[src/rtl/pong_pkg.sv]
// Shared encodings for the Pong round controller: FSM state codes and
// the serve-direction / winner bit meanings.
package pong_pkg;

    localparam logic [2:0] IDLE  = 3'd0;
    localparam logic [2:0] SERVE = 3'd1;
    localparam logic [2:0] PLAY  = 3'd2;
    localparam logic [2:0] POINT = 3'd3;
    localparam logic [2:0] OVER  = 3'd4;

    localparam logic SERVE_LEFT  = 1'b0;
    localparam logic SERVE_RIGHT = 1'b1;

    localparam logic WINNER_LEFT  = 1'b0;
    localparam logic WINNER_RIGHT = 1'b1;

endpackage : pong_pkg

[src/rtl/pong_round_ctrl.sv]
// Match sequencer for Pong: serve delay, live play, point scoring and game
// over. Gates ball motion, recentres the ball and keeps both scores.
module pong_round_ctrl
    import pong_pkg::*;
#(
    parameter int WIN_SCORE   = 5,
    parameter int SCORE_W     = 4,
    parameter int SERVE_TICKS = 60,
    parameter int TICK_W      = 6
) (
    input  logic               clk,
    input  logic               reset,
    input  logic               start,
    input  logic               frame_tick,
    input  logic               miss_left,
    input  logic               miss_right,
    output logic               ball_en,
    output logic               ball_center,
    output logic               serve_dir,
    output logic [SCORE_W-1:0] score_left,
    output logic [SCORE_W-1:0] score_right,
    output logic               game_over,
    output logic               winner,
    output logic [2:0]         state_dbg
);

    localparam logic [SCORE_W-1:0] WIN_Q      = SCORE_W'(WIN_SCORE);
    localparam logic [TICK_W-1:0]  SERVE_LAST = TICK_W'(SERVE_TICKS - 1);

    logic [2:0]         state_q, state_d;
    logic [TICK_W-1:0]  timer_q, timer_d;
    logic [SCORE_W-1:0] score_left_q, score_left_d;
    logic [SCORE_W-1:0] score_right_q, score_right_d;
    logic               serve_dir_q, serve_dir_d;
    logic               game_over_q, game_over_d;
    logic               winner_q, winner_d;
    logic               ball_en_q, ball_en_d;
    logic               ball_center_q, ball_center_d;

    // The loser of a point serves next, so serve_dir also identifies the scorer
    // while in POINT: a leftward serve means the right player just scored.
    logic scorer_right;
    logic scorer_at_win;

    assign scorer_right  = (serve_dir_q == SERVE_LEFT);
    assign scorer_at_win = scorer_right ? (score_right_q == WIN_Q)
                                        : (score_left_q  == WIN_Q);

    always_comb begin
        state_d       = state_q;
        timer_d       = timer_q;
        score_left_d  = score_left_q;
        score_right_d = score_right_q;
        serve_dir_d   = serve_dir_q;
        game_over_d   = game_over_q;
        winner_d      = winner_q;

        case (state_q)
            IDLE: begin
                if (start) begin
                    state_d       = SERVE;
                    timer_d       = '0;
                    score_left_d  = '0;
                    score_right_d = '0;
                    serve_dir_d   = SERVE_LEFT;
                end
            end

            SERVE: begin
                if (frame_tick) begin
                    if (timer_q == SERVE_LAST) begin
                        state_d = PLAY;
                        timer_d = '0;
                    end else begin
                        timer_d = timer_q + TICK_W'(1);
                    end
                end
            end

            PLAY: begin
                if (miss_left && miss_right) begin
                    state_d = SERVE;
                    timer_d = '0;
                end else if (miss_left) begin
                    state_d       = POINT;
                    serve_dir_d   = SERVE_LEFT;
                    score_right_d = (score_right_q == WIN_Q) ? score_right_q
                                                             : score_right_q + SCORE_W'(1);
                end else if (miss_right) begin
                    state_d      = POINT;
                    serve_dir_d  = SERVE_RIGHT;
                    score_left_d = (score_left_q == WIN_Q) ? score_left_q
                                                           : score_left_q + SCORE_W'(1);
                end
            end

            POINT: begin
                if (scorer_at_win) begin
                    state_d     = OVER;
                    game_over_d = 1'b1;
                    winner_d    = scorer_right ? WINNER_RIGHT : WINNER_LEFT;
                end else begin
                    state_d = SERVE;
                    timer_d = '0;
                end
            end

            OVER: begin
                if (start) begin
                    state_d       = SERVE;
                    timer_d       = '0;
                    score_left_d  = '0;
                    score_right_d = '0;
                    serve_dir_d   = SERVE_LEFT;
                    game_over_d   = 1'b0;
                end
            end

            default: begin
                state_d = IDLE;
            end
        endcase
    end

    // Motion gating follows the current state, so it lags state entry by one cycle.
    assign ball_en_d     = (state_q == PLAY);
    assign ball_center_d = (state_q != PLAY);

    always_ff @(posedge clk or negedge reset) begin
        if (!reset) begin
            state_q       <= IDLE;
            timer_q       <= '0;
            score_left_q  <= '0;
            score_right_q <= '0;
            serve_dir_q   <= SERVE_LEFT;
            game_over_q   <= 1'b0;
            winner_q      <= WINNER_LEFT;
            ball_en_q     <= 1'b0;
            ball_center_q <= 1'b1;
        end else begin
            state_q       <= state_d;
            timer_q       <= timer_d;
            score_left_q  <= score_left_d;
            score_right_q <= score_right_d;
            serve_dir_q   <= serve_dir_d;
            game_over_q   <= game_over_d;
            winner_q      <= winner_d;
            ball_en_q     <= ball_en_d;
            ball_center_q <= ball_center_d;
        end
    end

    assign ball_en     = ball_en_q;
    assign ball_center = ball_center_q;
    assign serve_dir   = serve_dir_q;
    assign score_left  = score_left_q;
    assign score_right = score_right_q;
    assign game_over   = game_over_q;
    assign winner      = winner_q;
    assign state_dbg   = state_q;

endmodule : pong_round_ctrl

[config.mk]
export PLATFORM = sky130hd
export DESIGN_NAME = pong_round_ctrl
export DESIGN_NICKNAME = d
export VERILOG_FILES = /design/src/rtl/pong_pkg.sv /design/src/rtl/pong_round_ctrl.sv
export SDC_FILE = /design/constraint.sdc
export NUM_CORES = 1
export LEC_CHECK = 0
export BUFFER_PORTS_ARGS = -buffer_cell sky130_fd_sc_hd__buf_2
export CORE_MARGIN = 2
export CORE_UTILIZATION = 40
export CTS_BUF_LIST = sky130_fd_sc_hd__clkbuf_8
export CTS_CLUSTER_SIZE = 20
export DETAILED_ROUTE_END_ITERATION = 7
export MAX_ROUTING_LAYER = met4
export PLACE_DENSITY = 0.61
export SLEW_MARGIN = 20
export SYNTH_ARGS = -nofsm -noshare
export SYNTH_HDL_FRONTEND = slang
export SYNTH_SLANG_ARGS = --single-unit
[constraint.sdc]
create_clock -name clk -period 2.1 [get_ports clk]
set_input_delay 0.105 -clock clk [delete_from_list [all_inputs] [get_ports clk]]
set_output_delay 0.105 -clock clk [all_outputs]
set_load 0.01 [all_outputs]
# [Yosys cells after proc, flatten, opt, wreduce, memory -nomap -nowiden]
# Index checks and enable logic that the tools add are counted.
[totals] output_inout_bits=16 register_bits=22
[classes] n_addsub=3 n_reduce_logical=13 mux=33 eq_ne=23
[ops] cell="2-to-1 mux 4 bit" count=8
[ops] cell="2-to-1 mux 6 bit" count=5
[ops] cell="one-hot mux 6 bit (4 select lines)" count=1
[ops] cell="inequality test 2 bit, second input constant" count=11
[ops] cell="2-to-1 mux 3 bit" count=7
[ops] cell="one-hot mux 4 bit (2 select lines)" count=2
[ops] cell="one-hot mux 3 bit (4 select lines)" count=1
[ops] cell="AND reduction 5 bit" count=2
[ops] cell="adder 4 x 1 -> 4 bit, second input constant" count=2
[ops] cell="equality test 4 x 3 -> 1 bit, second input constant" count=2
[ops] cell="AND reduction 4 bit" count=2
[ops] cell="2-to-1 mux 1 bit" count=7
[ops] cell="adder 6 x 1 -> 6 bit, second input constant" count=1
[ops] cell="equality test 3 x 2 -> 1 bit, second input constant" count=2
[ops] cell="equality test 6 bit, second input constant" count=1
[ops] cell="AND reduction 6 bit" count=1
[ops] cell="inequality test 2 x 1 -> 1 bit, second input constant" count=2
[ops] cell="inequality test 4 x 3 -> 1 bit, second input constant" count=1
[ops] cell="one-hot mux 1 bit (2 select lines)" count=2
[ops] cell="nonzero test 2 bit" count=2
[ops] cell="nonzero test 4 bit" count=1
[ops] cell="equality test 3 x 1 -> 1 bit, second input constant" count=1
[ops] cell="equality test 3 bit, second input constant" count=1
[ops] cell="logical NOT 3 bit" count=1
[ops] cell="6 further kinds" count=6

# [Longest topological paths before layout]
# Gate-level depths: netlist (run 1).
[logic_depth] ltp_word=6 ltp_mapped=6 mapped_depth_nobuf=6

# [Worst setup path before layout (run 1)]
# No wires, ideal clock.
[synth_path] path_type="register to register" start="register score_right_q[0], in the netlist score_right[0]" end="register timer_q[1]" path_buffers=0 path_stages_with_launch=6 path_slack_ps=429 setup_time_ps=79 arrival_ps=1591 path_cell_list="dfrtp_1 > ha_1 > and4bb_2 > o2111ai_4 > and3_1 > mux2i_1"
[synth_between] elab_chain_cells=4
[synth_lines] element="start: declaration" line_no="pong_round_ctrl.sv:33" rtl="logic [SCORE_W-1:0] score_right_q, score_right_d;"
[synth_lines] element="start signal: assignment" line_no="pong_round_ctrl.sv:144" rtl="score_right_q <= score_right_d;"
[synth_lines] element="equality test 4 x 3 -> 1 bit" line_no="pong_round_ctrl.sv:46" rtl="assign scorer_at_win = scorer_right ? (score_right_q == WIN_Q)"
[synth_lines] element="2-to-1 mux 1 bit" line_no="pong_round_ctrl.sv:46"
[synth_lines] element="inequality test 2 bit (no source line)"
[synth_lines] element="AND reduction 5 bit (no source line)"
[synth_lines] element="end signal: assignment" line_no="pong_round_ctrl.sv:142" rtl="timer_q <= timer_d;"
[synth_lines] element="end: declaration" line_no="pong_round_ctrl.sv:31" rtl="logic [TICK_W-1:0] timer_q, timer_d;"
# No other way between the ends.
# A chain may end at the register's enable or synchronous reset.

# [Worst setup path after layout (run 1)]
# Same ends and word-level chain as after synthesis.

==> results of run 1 <==
==> power breakdown <==
group,switching (mW),internal (mW)
registers,0.137,0.517
logic,0.416,0.343
clock network,0.133,0.167
total,0.687,1.03
==> cell usage in the layout (no fill, tap or decap), types with 2 or more instances in the layout <==
| cell | instances |
|---|---|
| clkbuf_8 | 4 |
| or3_1 | 5 |
| nand3b_1 | 3 |
| buf_2 | 21 |
| nand2_1 | 7 |
| and3_1 | 3 |
| o2bb2ai_1 | 3 |
| ha_1 | 5 |
| nand3_1 | 7 |
| o21ai_0 | 12 |
| nor3_1 | 3 |
| inv_1 | 8 |
| dfrtp_1 | 21 |
| buf_4 | 2 |
| nand4b_4 | 2 |
| mux2i_1 | 2 |
| nor2b_1 | 3 |
| nand2b_1 | 2 |
| a21oi_1 | 6 |
| o2111ai_1 | 3 |
| nor2_1 | 2 |
==> routing by layer <==
layer  vias up  part of all wire
met5         -                 0
met4         0             0.012
met3         4             0.020
met2        13              0.53
met1       521              0.43
li1        519                 -
==> cell usage after synthesis, drive strengths merged <==
cell / instances / area [sq um]
o211ai: 1 / 7.51
o31a: 1 / 8.76
a21o: 1 / 7.51
nand3b: 4 / 42.5
and3: 3 / 18.8
nand3: 8 / 45.0
nand4b: 3 / 56.3
o2bb2ai: 3 / 26.3
inv: 9 / 33.8
or3: 5 / 31.3
nor2b: 3 / 18.8
and4b: 1 / 10.0
and2b: 1 / 7.51
o2111ai: 4 / 52.6
a31oi: 1 / 21.3
a22o: 1 / 8.76
nor3b: 1 / 18.8
buf: 2 / 22.5
nand4: 1 / 6.26
mux2: 2 / 22.5
nand2: 7 / 26.3
nor3: 3 / 15.0
o31ai: 1 / 7.51
a21oi: 7 / 46.3
and4bb: 1 / 12.5
ha: 5 / 62.6
o21ai: 13 / 68.8
clkinv: 1 / 5.00
o2111a: 1 / 11.3
mux2i: 2 / 20.0
nand2b: 2 / 12.5
dfstp: 1 / 26.3
nor2: 3 / 13.8
o22ai: 2 / 18.8
dfrtp: 21 / 526
==> worst paths after layout <==
kind                                           to  depth (start not counted)
max                        timer_q[1]$_DFFE_PN0P_                          5
min reg2reg                    winner$_DFFE_PN0P_                          2
min in group asynchronous       ball_en$_DFF_PN0_                          2
max reg2reg                timer_q[1]$_DFFE_PN0P_                          5
min                         game_over$_DFFE_PN0P_                          2
max in group asynchronous   ball_center$_DFF_PN1_                          2
==> through the flow <==
stage	area [sq um]	hold slack [ns]	utilization
after floorplan	1340	-0.191	-
after global placement	1490	0.100	0.455
after detailed placement	1490	0.101	0.455
after CTS	1560	0.124	0.475
after global routing	1560	0.177	0.475
final	1560	0.123	0.475
==> cell families after synthesis <==
logic type,count (synthesis),share of synthesized area
AOI/OAI and AO/OA,36,0.213
adders and majority gates,5,0.0467
buffers and inverters,12,0.0458
DFF,22,0.412
muxes,4,0.0318
and+or+nand+nor,46,0.250
==> critical path, delay by kind of cell (launching register included) <==
family,cells,cell delay [ns]
compound gates,1,0.34
fa+ha+maj,1,0.24
flops,1,0.44
mux,1,0.18
simple gates,2,0.51
==> state kept, by name, indices dropped and copies added, names as in the netlist <==
register and cells:
timer_q 6, serve_dir 1, score_right 4, score_left 4
ball_en 1, ball_center 1, state_dbg 3, game_over 1
winner 1
==> area by class of cell <==
class                           instances  area [sq um]  share of cell area
Multi-Input combinational cell         91           726               0.465
Clock buffer                            4          55.1              0.0353
Sequential cell                        22           552               0.354
Inverter                               10          38.8              0.0249
Timing Repair Buffer                   24           130              0.0835
Tap cell                               46          57.6              0.0369
==> key figures, run 1 <==
GRT
  – GR Util met3: 0.0186
  – GR Util All Layers: 0.178
  – Vias in the first global route: 1,063
  – Largest net degree at the start of global routing: 23
  – Initial antenna violation count: 0
  – First-pass GRT wire length: 4.92 mm
  – Met1 global-route usage: 0.216
  – Met2 usage: 0.311
  – GRT overflow: 0
  – GRT busiest layer: met2

Finish
  – Final #Nets: 163
  – # diodes: 0
  – Share of cells above drive strength 1: 0.285
  – Final std cells w/o fill: 197
  – Area growth from synthesis to layout: 16.4%
  – FILL cells: 323

Timing
  – Final worst setup slack: 0.320 ns
  – Hold Fails Final Rpt: 0
  – RSZ-0062 raised after global routing: no
  – Worst-Margin Slew: 0.500 ns
  – Clock period minus worst slack: 1.78 ns
  – Fin. max-slew vios: 0
  – Slew HR: 0.667
  – Layout Skew: 0.00483 ns
  – Period utilization: 0.848
  – Fmax: 0.562 GHz
  – Final setup vio count: 0
  – Setup TNS: 0 ns

Yosys
  – Net Count, Synth: 136
  – Mapped Area: 0.00134 sq mm
  – Cell variety after synth: 45
  – Mapped Cells: 125
  – Seq cells post-synth: 22
  – Yosys Warn Count: 0
  – Syn Area/Cell: 10.7 sq um
  – Register area share after synthesis: 0.412

Clock network
  – Setup bufs post-CTS: 0
  – TritonCTS clock tree: done
  – H-tree depth: 1
  – Clk_lat worst skew: 0.26 ns
  – Clock slew seen by the registers of the worst setup and hold paths: 0.08 ns
  – CTS Buf Count: 3
  – Sink Count: 22
  – CTS resizes: 0
  – Maximum root-to-sink buffer count: 2
  – Hold buffer count at cts: 1
  – Root buf cell: clkbuf_8

Pwr
  – Pwr dens: 1100 mW/mm^2
  – Pwr Total: 1.71 mW
  – LEAKAGE: 0.716 nW
  – VDD IR-drop max: 0.416 mV

Place
  – Worst slack at placement: 0.323 ns
  – Post-detail-place hpwl: 2.20 mm
  – GPL Wtd Cong: 0.790
  – Dpl cells: 192
  – Port bufs: 21

Setup path
  – Arr. time, crit path: 1.97 ns
  – CP max stage delay: 0.44 ns
  – Crit Path Class: reg -> reg
  – Worst-path cell chain: ha_1 > and4bb_2 > o2111ai_4 > and3_1 > mux2i_1
  – Worst Setup End Kind: register
  – CP startpoint kind: register
  – WP data required: 2.29 ns
  – Setup slack, reg-to-reg: 0.32 ns
  – CP max FO: 10
  – RR Startpoint: score_right[0]$_DFFE_PN0P_
  – CP max stage cell: dfrtp_1
  – Worst Setup SP: score_right[0]$_DFFE_PN0P_

Floorplanning
  – Die width: 61.9 um
  – Die ar.: 0.00383 sq mm
  – Initial core utilization: 0.408
  – Core area: 0.00328 sq mm
  – Die Ht: 61.9 um
  – Num rows: 21
  – I/O pins: 22

Drt
  – Antenna-violating nets left: 0
  – Total number of vias: 1,057
  – Pre-Repair DR Iteration Count: 4
  – Routed length per instance: 14.3 um
  – Vias per Instance: 5.37
  – Final WL: 2.83 mm
  – First-iteration detailed-routing DRC count: 28
  – DRC viols: 0

Job
  – Max-cap violations: 0

Hold path
  – Hold Crit Class: in -> reg
  – Hold Crit Start: start

Outcome
  – Outcome: finished clean
Power figures use the tool's default switching activity.
==> inputs of run 2 (changes only) <==
--- a/config.mk
+++ b/config.mk
@@ -5,6 +5,7 @@
 export SDC_FILE = /design/constraint.sdc
 export NUM_CORES = 1
 export LEC_CHECK = 0
+export ABC_AREA = 1
 export BUFFER_PORTS_ARGS = -buffer_cell sky130_fd_sc_hd__buf_2
 export CORE_MARGIN = 2
 export CORE_UTILIZATION = 40
@@ -12,7 +13,7 @@
 export CTS_CLUSTER_SIZE = 20
 export DETAILED_ROUTE_END_ITERATION = 7
 export MAX_ROUTING_LAYER = met4
-export PLACE_DENSITY = 0.61
+export PLACE_DENSITY = 0.63
 export SLEW_MARGIN = 20
 export SYNTH_ARGS = -nofsm -noshare
 export SYNTH_HDL_FRONTEND = slang
==> constraint.sdc (replaced) <==
create_clock -name clk -period 1.45 [get_ports clk]
set_input_delay 0.0725 -clock clk [delete_from_list [all_inputs] [get_ports clk]]
set_output_delay 0.0725 -clock clk [all_outputs]
set_load 0.01 [all_outputs]
==> key figures, run 2 <==
GRT
  – Initial antenna violation count: 0 (unchanged)
  – GRT overflow: 0 (unchanged)
  – First-pass GRT wire length: 4.89 mm (was 4.92 mm)
  – Vias in the first global route: 1,145 (was 1,063)
  – Largest net degree at the start of global routing: 23 (unchanged)
  – GR Util All Layers: 0.184 (was 0.178)

Setup path
  – Crit Path Class: reg -> reg (unchanged)
  – Arr. time, crit path: 1.55 ns (was 1.97 ns)
  – Worst Setup End Kind: register (unchanged)
  – R2R Path End: timer_q[5]$_DFFE_PN0P_ (was timer_q[1]$_DFFE_PN0P_)
  – Worst reg-to-reg path cell count: 9 (was 5)
  – RR Startpoint: score_right[1]$_DFFE_PN0P_ (was score_right[0]$_DFFE_PN0P_)
  – WP data required: 1.66 ns (was 2.29 ns)
  – CP max FO: 11 (was 10)
  – CP startpoint kind: register (unchanged)
  – Setup slack, reg-to-reg: 0.11 ns (was 0.32 ns)

Finish
  – Max reg flops: 6 (unchanged)
  – Area growth from synthesis to layout: 26.7% (was 16.4%)
  – Top reg by flops: timer_q (unchanged)
  – # diodes: 0 (unchanged)
  – Most common cell after layout, fill and taps aside: nand2_1
  – Most frequent cells in the layout: nand2_1, buf_2, nor2_1, dfrtp_1, inv_1 (was dfrtp_1, buf_2, o21ai_0)
  – Final #Nets: 220 (was 163)
  – Share of cells above drive strength 1: 0.269 (was 0.285)
  – FILL cells: 323 (unchanged)

Floorplanning
  – Die Ht: 60.5 um (was 61.9 um)
  – Core area: 0.00305 sq mm (was 0.00328 sq mm)
  – Die width: 60.5 um (was 61.9 um)
  – I/O pins: 22 (unchanged)
  – Num rows: 20 (was 21)
  – Initial core utilization: 0.418 (was 0.408)
  – Die ar.: 0.00366 sq mm (was 0.00383 sq mm)

Timing
  – Clock period minus worst slack: 1.34 ns (was 1.78 ns)
  – Setup TNS: 0 ns (unchanged)
  – Final setup vio count: 0 (unchanged)
  – Worst-Margin Slew: 0.491 ns (was 0.500 ns)
  – Final worst setup slack: 0.105 ns (was 0.320 ns)
  – Slew HR: 0.673 (was 0.667)
  – Hold Fails Final Rpt: 0 (unchanged)
  – Layout Skew: 0.00297 ns (was 0.00483 ns)
  – Fin. max-slew vios: 0 (unchanged)
  – Fmax: 0.744 GHz (was 0.562 GHz)
  – RSZ-0062 raised after global routing: yes (was no)
  – Period utilization: 0.927 (was 0.848)

Pwr
  – Net Switching: 1.12 mW (was 687 uW)
  – Pwr dens: 1660 mW/mm^2 (was 1100 mW/mm^2)
  – VDD IR-drop max: 0.874 mV (was 0.416 mV)
  – Pwr Total: 2.69 mW (was 1.71 mW)
  – Seq pwr share: 0.337 (was 0.382)
  – Internal Power: 1.57 mW (was 1.03 mW)
  – Clock power share: 0.167 (was 0.175)
  – LEAKAGE: 0.863 nW (was 0.716 nW)
  – Switching Share: 0.417 (was 0.400)
  – Combinational power share: 0.496 (was 0.443)

Hold path
  – Hold Crit Class: in -> reg (unchanged)
  – Hold Crit Start: start (unchanged)
  – Hold Path End: state_dbg[2]$_DFFE_PN0P_ (was game_over$_DFFE_PN0P_)
  – Hold Path Depth: 2 (unchanged)

Yosys
  – Register area share after synthesis: 0.432 (was 0.412)
  – Synth area leader: dfrtp_1 (unchanged)
  – Asr flop ratio synth: 1.00 (unchanged)
  – Net Count, Synth: 182 (was 136)
  – Syn Area/Cell: 7.47 sq um (was 10.7 sq um)
  – Top-count cell post-synth: nand2_1 (was dfrtp_1)
  – Post-synth top cells: nand2_1, nor2_1, dfrtp_1 (was dfrtp_1, o21ai_0, inv_1)
  – Seq cells post-synth: 22 (unchanged)
  – Top cells by area, synth: dfrtp_1, nand2_1, nand3_1, nor2_1, inv_1 (was dfrtp_1, ha_1, o21ai_0, nand4b_4, nand3_1)
  – Cell variety after synth: 22 (was 45)
  – Mapped Area: 0.00128 sq mm (was 0.00134 sq mm)
  – Yosys Warn Count: 0 (unchanged)
  – EDFF count, synth: 0 (unchanged)
  – Synth top area share: 0.411 (was 0.393)
  – Mapped Cells: 171 (was 125)
  – Main synth FF type: dfrtp_1 (unchanged)

Clock network
  – CTS Buf Count: 3 (unchanged)
  – Maximum root-to-sink buffer count: 2 (unchanged)
  – Clk_lat worst skew: 0.26 ns (about the same)
  – Root buf cell: clkbuf_8 (unchanged)
  – Clock slew seen by the registers of the worst setup and hold paths: 0.08 ns (about the same)
  – Sink Count: 22 (unchanged)
  – H-tree depth: 1 (unchanged)
  – TritonCTS clock tree: done (unchanged)

Place
  – GPL Wtd Cong: 0.898 (was 0.790)
  – Post-detail-place hpwl: 2.20 mm (about the same)
  – Port bufs: 21 (unchanged)
  – Worst slack at placement: -0.00516 ns (was 0.323 ns)

Drt
  – Routed length per instance: 11.4 um (was 14.3 um)
  – Vias per Instance: 4.87 (was 5.37)
  – Total number of vias: 1,228 (was 1,057)
  – Final WL: 2.86 mm (was 2.83 mm)
  – First-iteration detailed-routing DRC count: 43 (was 28)
  – Antenna-violating nets left: 0 (unchanged)
  – DRC viols: 0 (unchanged)
  – Pre-Repair DR Iteration Count: 4 (unchanged)

Job
  – Max-cap violations: 0 (unchanged)

Outcome
  – Outcome: finished clean (unchanged)
-- run 2: cell count changes after synthesis, moves of 5 or more --
cell,previous run,this run
inv_1,8,18
nand2_1,7,51
nand3_1,7,18
nor2_1,2,22
or3_1,5,0
-- run 2: repair_timing --
item,4_1_cts,5_1_grt
pin swaps,1,1
gates resized for setup,0,12
buffers inserted,2,0
hold buffers,1,0
hold endpoints to repair,21,0
setup endpoints to repair,6,13
-- run 2: per-stage QoR --
step / instances / hold WS, ns / instance area [sq um] / util
3_5_place_dp: 245 / 0.0753 / 1510 / 0.494
5_1_grt: 252 / 0.0438 / 1620 / 0.530
6_report: 252 / 0.0353 / 1620 / 0.530
4_1_cts: 252 / 0.0391 / 1590 / 0.520
2_1_floorplan: 171 / -0.223 / 1280 / -
3_3_place_gp: 245 / 0.0586 / 1510 / 0.494
-- run 2: kinds of logic after synthesis --
kind of cell / synth area share
mux: 0.00784
xor+xnor: 0.0206
buf+inv: 0.0597
flops: 0.432
compound gates: 0.0627
fa+ha+maj: 0.0490
simple gates: 0.368
-- run 2: worst max-delay path: stages, from the launching register on --
cell and delay (ns):
dfrtp_1 0.38, inv_1 0.09, ha_2 0.17, nand3_2 0.09
nand2_1 0.09, nand4_1 0.10, buf_6 0.16, nand2_4 0.09
nand2_1 0.05, nand2_1 0.06
-- run 2: final cells by class --
type | count | area [sq um] | share of cell area
Timing Repair Buffer | 34 | 209 | 0.129
Tap cell | 44 | 55.1 | 0.0340
Inverter | 19 | 71.3 | 0.0440
Sequential cell | 22 | 554 | 0.342
Clock buffer | 4 | 55.1 | 0.0340
Multi-Input combinational cell | 129 | 674 | 0.417
-- run 2: how the worst max path moves through the flow --
stage,from,endpoint,cells after the start
after floorplan,score_right[1]$_DFFE_PN0P_,timer_q[1]$_DFFE_PN0P_,8
after global placement,state_dbg[1]$_DFFE_PN0P_,timer_q[5]$_DFFE_PN0P_,8
after detailed placement,state_dbg[1]$_DFFE_PN0P_,timer_q[3]$_DFFE_PN0P_,8
after CTS,score_right[1]$_DFFE_PN0P_,timer_q[3]$_DFFE_PN0P_,9
after global routing,timer_q[1]$_DFFE_PN0P_,state_dbg[0]$_DFFE_PN0P_,8
final,score_right[1]$_DFFE_PN0P_,timer_q[5]$_DFFE_PN0P_,9
-- run 2: metal layers --
layer | GRT usage | vias to the layer above | part of all wire
met5 | - | - | 0
met4 | 0.0683 | 0 | 0.013
met3 | 0.0277 | 5 | 0.050
met2 | 0.286 | 31 | 0.46
met1 | 0.245 | 572 | 0.48
li1 | - | 620 | -
-- run 2: power by group through the flow --
stage	Sequential, mW	Combinational, mW	Clock [mW]
floorplan	1.02	0.673	0
global placement	0.907	1.23	0
detailed placement	0.913	1.25	0
CTS	0.901	1.31	0.462
global route	0.932	1.51	0.478
finish	0.906	1.33	0.449
==> inputs of run 3 (changes only) <==
--- a/config.mk
+++ b/config.mk
@@ -5,13 +5,15 @@
 export SDC_FILE = /design/constraint.sdc
 export NUM_CORES = 1
 export LEC_CHECK = 0
-export ABC_AREA = 1
+export ABC_AREA = 0
 export BUFFER_PORTS_ARGS = -buffer_cell sky130_fd_sc_hd__buf_2
+export CORE_ASPECT_RATIO = 0.5
 export CORE_MARGIN = 2
 export CORE_UTILIZATION = 40
 export CTS_BUF_LIST = sky130_fd_sc_hd__clkbuf_8
 export CTS_CLUSTER_SIZE = 20
 export DETAILED_ROUTE_END_ITERATION = 7
+export GPL_ROUTABILITY_DRIVEN = 0
 export MAX_ROUTING_LAYER = met4
 export PLACE_DENSITY = 0.63
 export SLEW_MARGIN = 20
==> key figures, run 3 (synthesis gave the netlist of run 1 again) <==
Drt
  – Pre-Repair DR Iteration Count: 4 (unchanged)
  – First-iteration detailed-routing DRC count: 45 (was 43)
  – DRC viols: 0 (unchanged)
  – Routed length per instance: 14.0 um (was 11.4 um)
  – Final WL: 3.09 mm (was 2.86 mm)
  – Antenna-violating nets left: 0 (unchanged)
  – Vias per Instance: 5.38 (was 4.87)
  – Total number of vias: 1,183 (was 1,228)

Setup path
  – WP data required: 1.65 ns (was 1.66 ns)
  – Worst path buffer plus inverter count: 1 (was 2)
  – Worst Setup End Kind: register (unchanged)
  – Crit Path Class: reg -> reg (unchanged)
  – R2R Path End: timer_q[1]$_DFFE_PN0P_ (was timer_q[5]$_DFFE_PN0P_)
  – CP delay by family, top: simple AND/OR/NAND/NOR gates (unchanged)
  – CP startpoint kind: register (unchanged)
  – CP max stage delay: 0.43 ns (was 0.38 ns)
  – Arr. time, crit path: 1.87 ns (was 1.55 ns)
  – CP max stage cell: dfrtp_2 (was dfrtp_1)
  – Worst reg-to-reg path cell count: 6 (was 9)
  – Setup slack, reg-to-reg: -0.22 ns (was 0.11 ns)
  – RR Startpoint: score_right[0]$_DFFE_PN0P_ (was score_right[1]$_DFFE_PN0P_)
  – CP max FO: 9 (was 11)
  – Worst-path cell chain: ha_4 > and4bb_2 > o2111ai_4 > buf_12 > and3_4 > mux2i_1 (was inv_1 > ha_2 > nand3_2 > nand2_1 > nand4_1 > buf_6 > nand2_4 > nand2_1 > nand2_1)

Pwr
  – VDD IR-drop max: 0.894 mV (was 0.874 mV)
  – Pwr dens: 1600 mW/mm^2 (was 1660 mW/mm^2)
  – LEAKAGE: 0.879 nW (was 0.863 nW)
  – Pwr Total: 3.04 mW (was 2.69 mW)

Finish
  – Area growth from synthesis to layout: 41.7% (was 26.7%)
  – Register Area: 557 sq um (was 554 sq um)
  – # diodes: 0 (unchanged)
  – Share of cells above drive strength 1: 0.511 (was 0.269)
  – Max reg flops: 6 (unchanged)
  – Most common cell after layout, fill and taps aside: buf_4 (was nand2_1)
  – Final std cells w/o fill: 220 (was 252)
  – Final #Nets: 192 (was 220)
  – Most frequent cells in the layout: buf_4, buf_2, dfrtp_1 (was nand2_1, buf_2, nor2_1, dfrtp_1, inv_1)
  – Area of the multi-input gates: 815 sq um (was 674 sq um)
  – Top reg by flops: timer_q (unchanged)
  – Core Util, Final: 0.612 (was 0.530)
  – FILL cells: 261 (was 323)

Hold path
  – Hold Path End: game_over$_DFFE_PN0P_ (was state_dbg[2]$_DFFE_PN0P_)
  – Hold Crit Start: start (unchanged)
  – Hold Crit Class: in -> reg (unchanged)
  – Hold Path Depth: 2 (unchanged)

Timing
  – Hold Fails Final Rpt: 0 (unchanged)
  – Layout Skew: 0.00148 ns (was 0.00297 ns)
  – RSZ-0062 raised after global routing: yes (unchanged)
  – Clock period minus worst slack: 1.67 ns (was 1.34 ns)
  – Fin. max-slew vios: 0 (unchanged)
  – Slew HR: 0.649 (was 0.673)
  – Fmax: 0.599 GHz (was 0.744 GHz)
  – Final setup vio count: 11 (was 0)
  – Period utilization: 1.15 (was 0.927)
  – Final worst setup slack: -0.219 ns (was 0.105 ns)
  – Worst hold slack: 0.0348 ns (was 0.0353 ns)
  – Worst-Margin Slew: 0.527 ns (was 0.491 ns)

GRT
  – Largest net degree at the start of global routing: 23 (unchanged)
  – GRT overflow: 0 (unchanged)
  – First-pass GRT wire length: 5.13 mm (was 4.89 mm)
  – GR Util All Layers: 0.179 (was 0.184)
  – Vias in the first global route: 1,129 (was 1,145)
  – Initial antenna violation count: 0 (unchanged)

Floorplanning
  – Die width: 85.8 um (was 60.5 um)
  – Die ar.: 0.00385 sq mm (was 0.00366 sq mm)
  – I/O pins: 22 (unchanged)
  – Core area: 0.00310 sq mm (was 0.00305 sq mm)
  – Die Ht: 44.9 um (was 60.5 um)
  – Num rows: 14 (was 20)
  – Initial core utilization: 0.432 (was 0.418)

Place
  – Port bufs: 21 (unchanged)
  – Post-detail-place hpwl: 2.20 mm (about the same)
  – Dpl cells: 210 (was 245)

Job
  – Max-cap violations: 0 (unchanged)

Clock network
  – H-tree depth: 1 (unchanged)
  – Maximum root-to-sink buffer count: 2 (unchanged)
  – Sink Count: 22 (unchanged)
  – TritonCTS clock tree: done (unchanged)
  – Root buf cell: clkbuf_8 (unchanged)
  – Clk_lat worst skew: 0.27 ns (was 0.26 ns)
  – Clock slew seen by the registers of the worst setup and hold paths: 0.08 ns (about the same)
  – CTS Buf Count: 3 (unchanged)

Outcome
  – Violated checks: negative setup slack
  – Outcome: finished, violations left (was finished clean)
[run 3: cell count changes in the layout (fill, tap and decap cells not counted), moves of 10 or more]
cell,before,now
nand3_1,17,7
nand2_1,50,7
inv_1,18,7
nor2_1,19,2
buf_4,11,27
[run 3: worst max-delay path by stage]
stage                               startpoint  cells past startpoint                      to  slack (ns)
finish              score_right[0]$_DFFE_PN0P_                      6  timer_q[1]$_DFFE_PN0P_       -0.22
global route        score_right[0]$_DFFE_PN0P_                      6  timer_q[1]$_DFFE_PN0P_       -0.27
CTS                 score_right[0]$_DFFE_PN0P_                      6  timer_q[1]$_DFFE_PN0P_       -0.21
detailed placement  score_right[0]$_DFFE_PN0P_                      5  timer_q[1]$_DFFE_PN0P_       -0.24
global placement    score_right[0]$_DFFE_PN0P_                      5  timer_q[1]$_DFFE_PN0P_       -0.19
floorplan           score_right[1]$_DFFE_PN0P_                      6  timer_q[1]$_DFFE_PN0P_       -0.20
[run 3: where the power goes]
part	switching (mW)	total, mW	internal [mW]
sequential	0.128	0.884	0.757
combinational	0.821	1.70	0.874
clock	0.214	0.456	0.243
total	1.16	3.04	1.87
[run 3: final cells by class]
type | count | area share
Multi-Input combinational cell | 91 | 0.429
Sequential cell | 22 | 0.294
Timing Repair Buffer | 53 | 0.201
Clock buffer | 4 | 0.0290
Tap cell | 40 | 0.0264
Inverter | 10 | 0.0211
[run 3: through the flow]
| step | instance area, sq um | TNS, ns | worst slack, ns |
|---|---|---|---|
| 2_1_floorplan | 1360 | -0.985 | -0.198 |
| 3_3_place_gp | 1690 | -1.15 | -0.187 |
| 3_5_place_dp | 1690 | -1.55 | -0.236 |
| 4_1_cts | 1830 | -1.26 | -0.211 |
| 5_1_grt | 1900 | -2.34 | -0.275 |
| 6_report | 1900 | -1.33 | -0.219 |
[run 3: repair_timing]
item                                    4_1_cts  5_1_grt
pin swaps                                     1        7
endpoints found under the hold margin        21        0
gates resized for setup                       7       10
endpoints found under the setup margin       12       16
setup buffers                                 3        2
hold buffers                                  1        0
[run 3: metal layers]
metal  track usage  vias up  routed length (um)
li1              -      582                   -
met2         0.314       13                1510
met5             -        -                   0
met4        0.0413        0                   0
met3        0.0439        0                  81
met1         0.215      588                1490
